===== src/rtl/pipe_ctrl_if.sv =====
// Pipeline control bundle: stage hazard/wait requests in, per-stage stall/flush,
// redirect qualifiers and performance counters out.
interface pipe_ctrl_if #(
    parameter int unsigned NSTG  = 5,
    parameter int unsigned CNT_W = 32
);
    logic             ld_use_haz;
    logic             imem_wait;
    logic             mc_busy;
    logic             dmem_wait;
    logic             br_taken_e;
    logic             trap_req;
    logic [NSTG-1:0]  stall;
    logic [NSTG-1:0]  flush;
    logic             redirect;
    logic             redirect_trap;
    logic             trap_busy;
    logic [CNT_W-1:0] perf_stall;
    logic [CNT_W-1:0] perf_flush;

    modport master (
        output ld_use_haz, imem_wait, mc_busy, dmem_wait, br_taken_e, trap_req,
        input  stall, flush, redirect, redirect_trap, trap_busy, perf_stall, perf_flush
    );

    modport slave (
        input  ld_use_haz, imem_wait, mc_busy, dmem_wait, br_taken_e, trap_req,
        output stall, flush, redirect, redirect_trap, trap_busy, perf_stall, perf_flush
    );
endinterface


===== src/rtl/pipe_ctrl.sv =====
// Pipeline control: merges stage requests into a contiguous stall prefix, turns
// taken branches and traps into flush/redirect, and holds fetch after a trap.
module pipe_ctrl #(
    parameter int unsigned NSTG     = 5,
    parameter int unsigned TRAP_LAT = 3,
    parameter int unsigned CNT_W    = 32
) (
    input  logic        clk,
    input  logic        grst,
    pipe_ctrl_if.slave  bus
);
    localparam int unsigned ST_F = 0;
    localparam int unsigned ST_D = 1;
    localparam int unsigned ST_E = 2;
    localparam int unsigned ST_M = 3;
    localparam logic [3:0]  HOLD_INIT = 4'(TRAP_LAT - 1);

    typedef enum logic {
        RUN       = 1'b0,
        TRAP_HOLD = 1'b1
    } state_t;

    state_t           state_q, state_d;
    logic [3:0]       cnt_q, cnt_d;
    logic [CNT_W-1:0] perf_stall_q, perf_stall_d;
    logic [CNT_W-1:0] perf_flush_q, perf_flush_d;

    logic [NSTG-1:0]  stall_c;
    logic [NSTG-1:0]  flush_c;
    logic             lvl_f, lvl_d, lvl_e, lvl_m;
    logic             run, hold, br_acc, trap_acc;

    always_comb begin
        run  = (state_q == RUN);
        hold = (state_q == TRAP_HOLD);

        // Each level implies every level below it, giving a contiguous prefix.
        lvl_m = bus.dmem_wait;
        lvl_e = bus.mc_busy    | lvl_m;
        lvl_d = bus.ld_use_haz | lvl_e;
        lvl_f = bus.imem_wait  | lvl_d | hold;

        stall_c = '0;
        if (!grst) begin
            stall_c[ST_F] = lvl_f;
            stall_c[ST_D] = lvl_d;
            stall_c[ST_E] = lvl_e;
            stall_c[ST_M] = lvl_m;
        end

        br_acc   = !grst && run && bus.br_taken_e && !stall_c[ST_E];
        trap_acc = !grst && run && bus.trap_req   && !stall_c[ST_M];

        flush_c = '0;
        if (br_acc) begin
            flush_c[ST_F] = 1'b1;
            flush_c[ST_D] = 1'b1;
        end
        if (trap_acc) begin
            flush_c[ST_F] = 1'b1;
            flush_c[ST_D] = 1'b1;
            flush_c[ST_E] = 1'b1;
            flush_c[ST_M] = 1'b1;
        end
    end

    always_comb begin
        state_d      = state_q;
        cnt_d        = cnt_q;
        perf_stall_d = perf_stall_q;
        perf_flush_d = perf_flush_q;

        unique case (state_q)
            RUN: begin
                if (trap_acc) begin
                    state_d = TRAP_HOLD;
                    cnt_d   = HOLD_INIT;
                end
            end
            TRAP_HOLD: begin
                if (cnt_q == '0) state_d = RUN;
                else             cnt_d   = cnt_q - 4'd1;
            end
            default: state_d = RUN;
        endcase

        if (stall_c[ST_F] && (perf_stall_q != '1)) perf_stall_d = perf_stall_q + CNT_W'(1);
        if ((flush_c != '0) && (perf_flush_q != '1)) perf_flush_d = perf_flush_q + CNT_W'(1);
    end

    always_ff @(posedge clk or posedge grst) begin
        if (grst) begin
            state_q      <= RUN;
            cnt_q        <= '0;
            perf_stall_q <= '0;
            perf_flush_q <= '0;
        end else begin
            state_q      <= state_d;
            cnt_q        <= cnt_d;
            perf_stall_q <= perf_stall_d;
            perf_flush_q <= perf_flush_d;
        end
    end

    assign bus.stall         = stall_c;
    assign bus.flush         = flush_c;
    assign bus.redirect      = br_acc | trap_acc;
    assign bus.redirect_trap = trap_acc;
    assign bus.trap_busy     = hold;
    assign bus.perf_stall    = perf_stall_q;
    assign bus.perf_flush    = perf_flush_q;
endmodule


===== src/flat_wrapper.sv =====
// flat-port wrapper written by rule: the top's interface ports become plain ports
module pipe_ctrl_flat 
#(
    parameter int unsigned NSTG     = 5,
    parameter int unsigned TRAP_LAT = 3,
    parameter int unsigned CNT_W    = 32
)
  (clk, grst, bus_ld_use_haz, bus_imem_wait, bus_mc_busy, bus_dmem_wait, bus_br_taken_e, bus_trap_req, bus_stall, bus_flush, bus_redirect, bus_redirect_trap, bus_trap_busy, bus_perf_stall, bus_perf_flush);
  pipe_ctrl_if #(.NSTG(NSTG), .CNT_W(CNT_W)) bus_i ();
  input  logic clk;
  input  logic grst;
  input wire logic [$bits(bus_i.ld_use_haz)-1:0] bus_ld_use_haz;
  input wire logic [$bits(bus_i.imem_wait)-1:0] bus_imem_wait;
  input wire logic [$bits(bus_i.mc_busy)-1:0] bus_mc_busy;
  input wire logic [$bits(bus_i.dmem_wait)-1:0] bus_dmem_wait;
  input wire logic [$bits(bus_i.br_taken_e)-1:0] bus_br_taken_e;
  input wire logic [$bits(bus_i.trap_req)-1:0] bus_trap_req;
  output wire logic [$bits(bus_i.stall)-1:0] bus_stall;
  output wire logic [$bits(bus_i.flush)-1:0] bus_flush;
  output wire logic [$bits(bus_i.redirect)-1:0] bus_redirect;
  output wire logic [$bits(bus_i.redirect_trap)-1:0] bus_redirect_trap;
  output wire logic [$bits(bus_i.trap_busy)-1:0] bus_trap_busy;
  output wire logic [$bits(bus_i.perf_stall)-1:0] bus_perf_stall;
  output wire logic [$bits(bus_i.perf_flush)-1:0] bus_perf_flush;
  assign bus_i.ld_use_haz = bus_ld_use_haz;
  assign bus_i.imem_wait = bus_imem_wait;
  assign bus_i.mc_busy = bus_mc_busy;
  assign bus_i.dmem_wait = bus_dmem_wait;
  assign bus_i.br_taken_e = bus_br_taken_e;
  assign bus_i.trap_req = bus_trap_req;
  assign bus_stall = bus_i.stall;
  assign bus_flush = bus_i.flush;
  assign bus_redirect = bus_i.redirect;
  assign bus_redirect_trap = bus_i.redirect_trap;
  assign bus_trap_busy = bus_i.trap_busy;
  assign bus_perf_stall = bus_i.perf_stall;
  assign bus_perf_flush = bus_i.perf_flush;
  pipe_ctrl #(.NSTG(NSTG), .TRAP_LAT(TRAP_LAT), .CNT_W(CNT_W)) u_core (.clk(clk), .grst(grst), .bus(bus_i));
endmodule

===== config.mk =====
export PLATFORM = sky130hd
export DESIGN_NAME = pipe_ctrl_flat
export DESIGN_NICKNAME = d
export VERILOG_FILES = /design/src/rtl/pipe_ctrl_if.sv /design/src/rtl/pipe_ctrl.sv /design/src/flat_wrapper.sv
export SDC_FILE = /design/constraint.sdc
export NUM_CORES = 1
export LEC_CHECK = 0
export ABC_AREA = 1
export CAP_MARGIN = 10
export CORE_MARGIN = 4
export CORE_UTILIZATION = 48
export DETAILED_ROUTE_END_ITERATION = 12
export PLACE_DENSITY = 0.77
export SETUP_SLACK_MARGIN = 0.2
export SYNTH_ARGS = -nofsm -noshare
export SYNTH_HDL_FRONTEND = slang
export SYNTH_SLANG_ARGS = --single-unit

===== constraint.sdc =====
create_clock -name clk -period 4.4 [get_ports clk]
set_clock_uncertainty 0.2 [all_clocks]
set_input_delay 1.32 -clock clk [delete_from_list [all_inputs] [get_ports clk]]
set_output_delay 1.32 -clock clk [all_outputs]
set_load 0.01 [all_outputs]

==> metrics.yaml, run 1 <==
timing:
  hold_viol: 0
  fmax_ghz: 0.246
  rsz0062_at_grt: "no"
  period_minus_slack_ns: 4.06
  fin_crit_sh_pct: 92.3
  fin_ws_ns: 0.340
  slew_violations: 0
  final.setup.tns_ns: 0
  tightest_slew_ns: 0.900
  setup_violations: 0
  slew_headroom_pct: 40.0
floorplan:
  io_pins: 85
  fp.dieH_um: 106
  die_w_um: 106
  core_area_um2: 9280
  rows: 35
  initial_utilization_pct: 49.3
  dieArea_um2: 11200
place:
  dpl.cell_count: 911
  gp_congestion: 0.970
  place_ws_ns: 0.0714
  hpwlAfterDp_mm: 9.13
  portBuffers: 82
layout:
  mostFrequentLayoutCell: "nand2_1"
  n_antenna_cell: 0
  area_growth_pct: 23.7
  most-common-layout-cells: "nand2_1, nor2_1, clkdlybuf4s50_1"
  final_cells: 927
  finalNetCount: 804
  fill_cells: 871
  drive_above_1_share_pct: 5.26
global_route:
  grtUsageTotal_pct: 22.3
  grt_max_degree: 70
  grt_pass1_wl_mm: 20.4
  gr-total-overflow: 0
  antenna_found_initial: 0
  first_global_vias: 4347
synthesis:
  synthCells: 711
  synth_seq_cells: 69
  synth_cell_types: 28
  syn_area_per_cell_um2: 6.44
  netlist_area_um2: 4580
  synth_warnings: 0
  ys_seq_area_share_pct: 37.7
min_path:
  hp-class: "reg -> reg"
  hold_start: "u_core.cnt_q[0]$_DFFE_PP0P_"
power_and_ir_drop:
  ir_worst_vdd_uv: 216
  switching_share_pct: 33.5
  clock_power_share_pct: 31.6
  power_switching_mw: 0.565
  cellPowerDensity_nw_per_um2: 298
  internal-power_mw: 1.12
  combPwrFrac_pct: 22.5
  report.power.total_mw: 1.69
  p_leak_nw: 2.54
  pwr-share-seq_pct: 45.9
setup_path:
  reg2regPathDepth: 10
  path_class: "in -> out"
  start_kind: "input port"
  cp.required_ns: 2.88
  crit_arrival_ns: 2.54
  timing.rr.start: "u_core.bus.perf_stall[0]$_DFFE_PP0P_"
  cp-endpoint: "bus_stall[3]"
  crit_fanout: 4
  cp-end-kind: "output pin"
  setup.worst_path.start: "grst"
  r2r_slack_ns: 1.85
  r2r-end: "u_core.bus.perf_stall[10]$_DFFE_PP0P_"
clock_tree:
  cts_made_buffers: 9
  cts_sinks: 69
  cts_tree: "done"
  clk_pin_slew_worst_paths_ns: 0.08
  clk_path_buf_depth: 2
  cts_root_buffer: "clkbuf_8"
  hold_buffers: 0
  cts_post_setup_buffers_inserted: 0
  clk_latency_ns: 0.35
  htree_levels: 3
drt:
  num_vias: 4700
  ant_nets: 0
  drtIter0Drc: 291
  drt_first_pass_iters: 5
  route.detailed.drc: 0
  vias_per_cell: 5.07
  wirelength_mm: 12.4
  wl_per_cell_um: 13.3
job:
  drv_cap: 0
status:
  status: "complete, no violations"
==> metal layers <==
layer	routed length [um]	share of wire [%]	vias up	global-route usage [%]
li1	-	-	2346	-
met1	5630	45	2190	29.5
met2	5910	48	142	36.7
met3	624	5.0	22	4.65
met4	210	1.7	0	6.48
met5	0	0	-	0
==> power groups by stage <==
stage / combinational, mW / sequential [mW] / clock [mW]
CTS: 0.385 / 0.773 / 0.533
global placement: 0.372 / 0.781 / 0
finish: 0.380 / 0.774 / 0.534
detailed placement: 0.388 / 0.783 / 0
global route: 0.420 / 0.788 / 0.567
floorplan: 0.223 / 0.787 / 0
==> timing repair <==
action                                  in CTS  in global routing
gates resized for setup                      5                  4
endpoints found under the hold margin        0                  0
endpoints found under the setup margin       6                  3
==> critical path: stages <==
cell	delay (ns)
clkdlybuf4s50_1	0.42
buf_4	0.16
nor2_1	0.09
clkdlybuf4s50_1	0.54
==> metrics by stage <==
step	util (%)	instance area [um^2]	hold slack (ns)
floorplan	-	4590	0.259
CTS	60.9	5650	0.304
detailed placement	58.9	5470	0.289
finish	61.0	5660	0.306
global placement	58.9	5470	0.281
global route	61.0	5660	0.358
==> cells in the mapped netlist <==
cell type | n | area share (%)
nor2_4 | 3 | 0.74
a31oi_1 | 2 | 0.27
buf_8 | 1 | 0.33
nand2_4 | 2 | 0.49
conb_1 | 1 | 0.082
o21bai_1 | 1 | 0.16
inv_2 | 2 | 0.16
nor2_2 | 5 | 0.68
nand3_1 | 36 | 3.9
dfrtp_1 | 69 | 38
nor3b_1 | 1 | 0.16
buf_6 | 4 | 0.98
nand2_2 | 6 | 0.82
inv_6 | 1 | 0.19
nand4_1 | 13 | 1.8
inv_1 | 49 | 4.0
nor3_1 | 2 | 0.22
nand2_1 | 345 | 28
ha_1 | 3 | 0.82
o21ai_0 | 9 | 0.98
nand3b_1 | 10 | 1.6
nor2b_1 | 1 | 0.14
buf_4 | 9 | 1.5
xor2_1 | 13 | 2.5
and2_1 | 1 | 0.14
xnor2_1 | 11 | 2.1
buf_2 | 3 | 0.33
nor2_1 | 108 | 8.9
==> worst min-delay path by stage <==
stage	depth (start not counted)	to
after floorplan	1	u_core.cnt_q[0]$_DFFE_PP0P_
after global placement	1	u_core.cnt_q[0]$_DFFE_PP0P_
after detailed placement	1	u_core.cnt_q[0]$_DFFE_PP0P_
after CTS	1	u_core.cnt_q[0]$_DFFE_PP0P_
after global routing	1	u_core.cnt_q[0]$_DFFE_PP0P_
final	1	u_core.cnt_q[0]$_DFFE_PP0P_
==> kinds of logic after synthesis <==
logic type,after synthesis,share of synthesized area [%]
AOI/OAI and AO/OA,12,1.42
other,1,0.0819
buffers and inverters,69,7.49
adders and majority gates,3,0.820
DFF,69,37.7
xor gates and xnor gates,24,4.59
and+or+nand+nor,533,47.9
==> flip-flops by register name (all words and copies together) (netlist names) <==
name and count:
u_core.bus.perf_flush 32, u_core.bus.perf_stall 32, u_core.bus.trap_busy 1, u_core.cnt_q 4
==> layout make-up <==
class / instances / area [um^2] / area share, %
repair buffers: 87 / 862 / 15.2
flip-flops and latches: 69 / 1730 / 30.5
multi-input cells: 574 / 2520 / 44.5
inverters: 52 / 204 / 3.60
clock buffers: 10 / 128 / 2.25
clock inverters: 6 / 63.8 / 1.13
well taps: 129 / 161 / 2.85
No activity file was read; power rests on OpenSTA's default activity.
==> run 2: changes to the inputs <==
--- a/config.mk
+++ b/config.mk
@@ -12,6 +12,7 @@
 export DETAILED_ROUTE_END_ITERATION = 12
 export PLACE_DENSITY = 0.77
 export SETUP_SLACK_MARGIN = 0.2
+export SLEW_MARGIN = 0
 export SYNTH_ARGS = -nofsm -noshare
 export SYNTH_HDL_FRONTEND = slang
 export SYNTH_SLANG_ARGS = --single-unit
==> results of run 2 <==
Same layout as run 1: the final DEF is identical, and so are final timing and power.
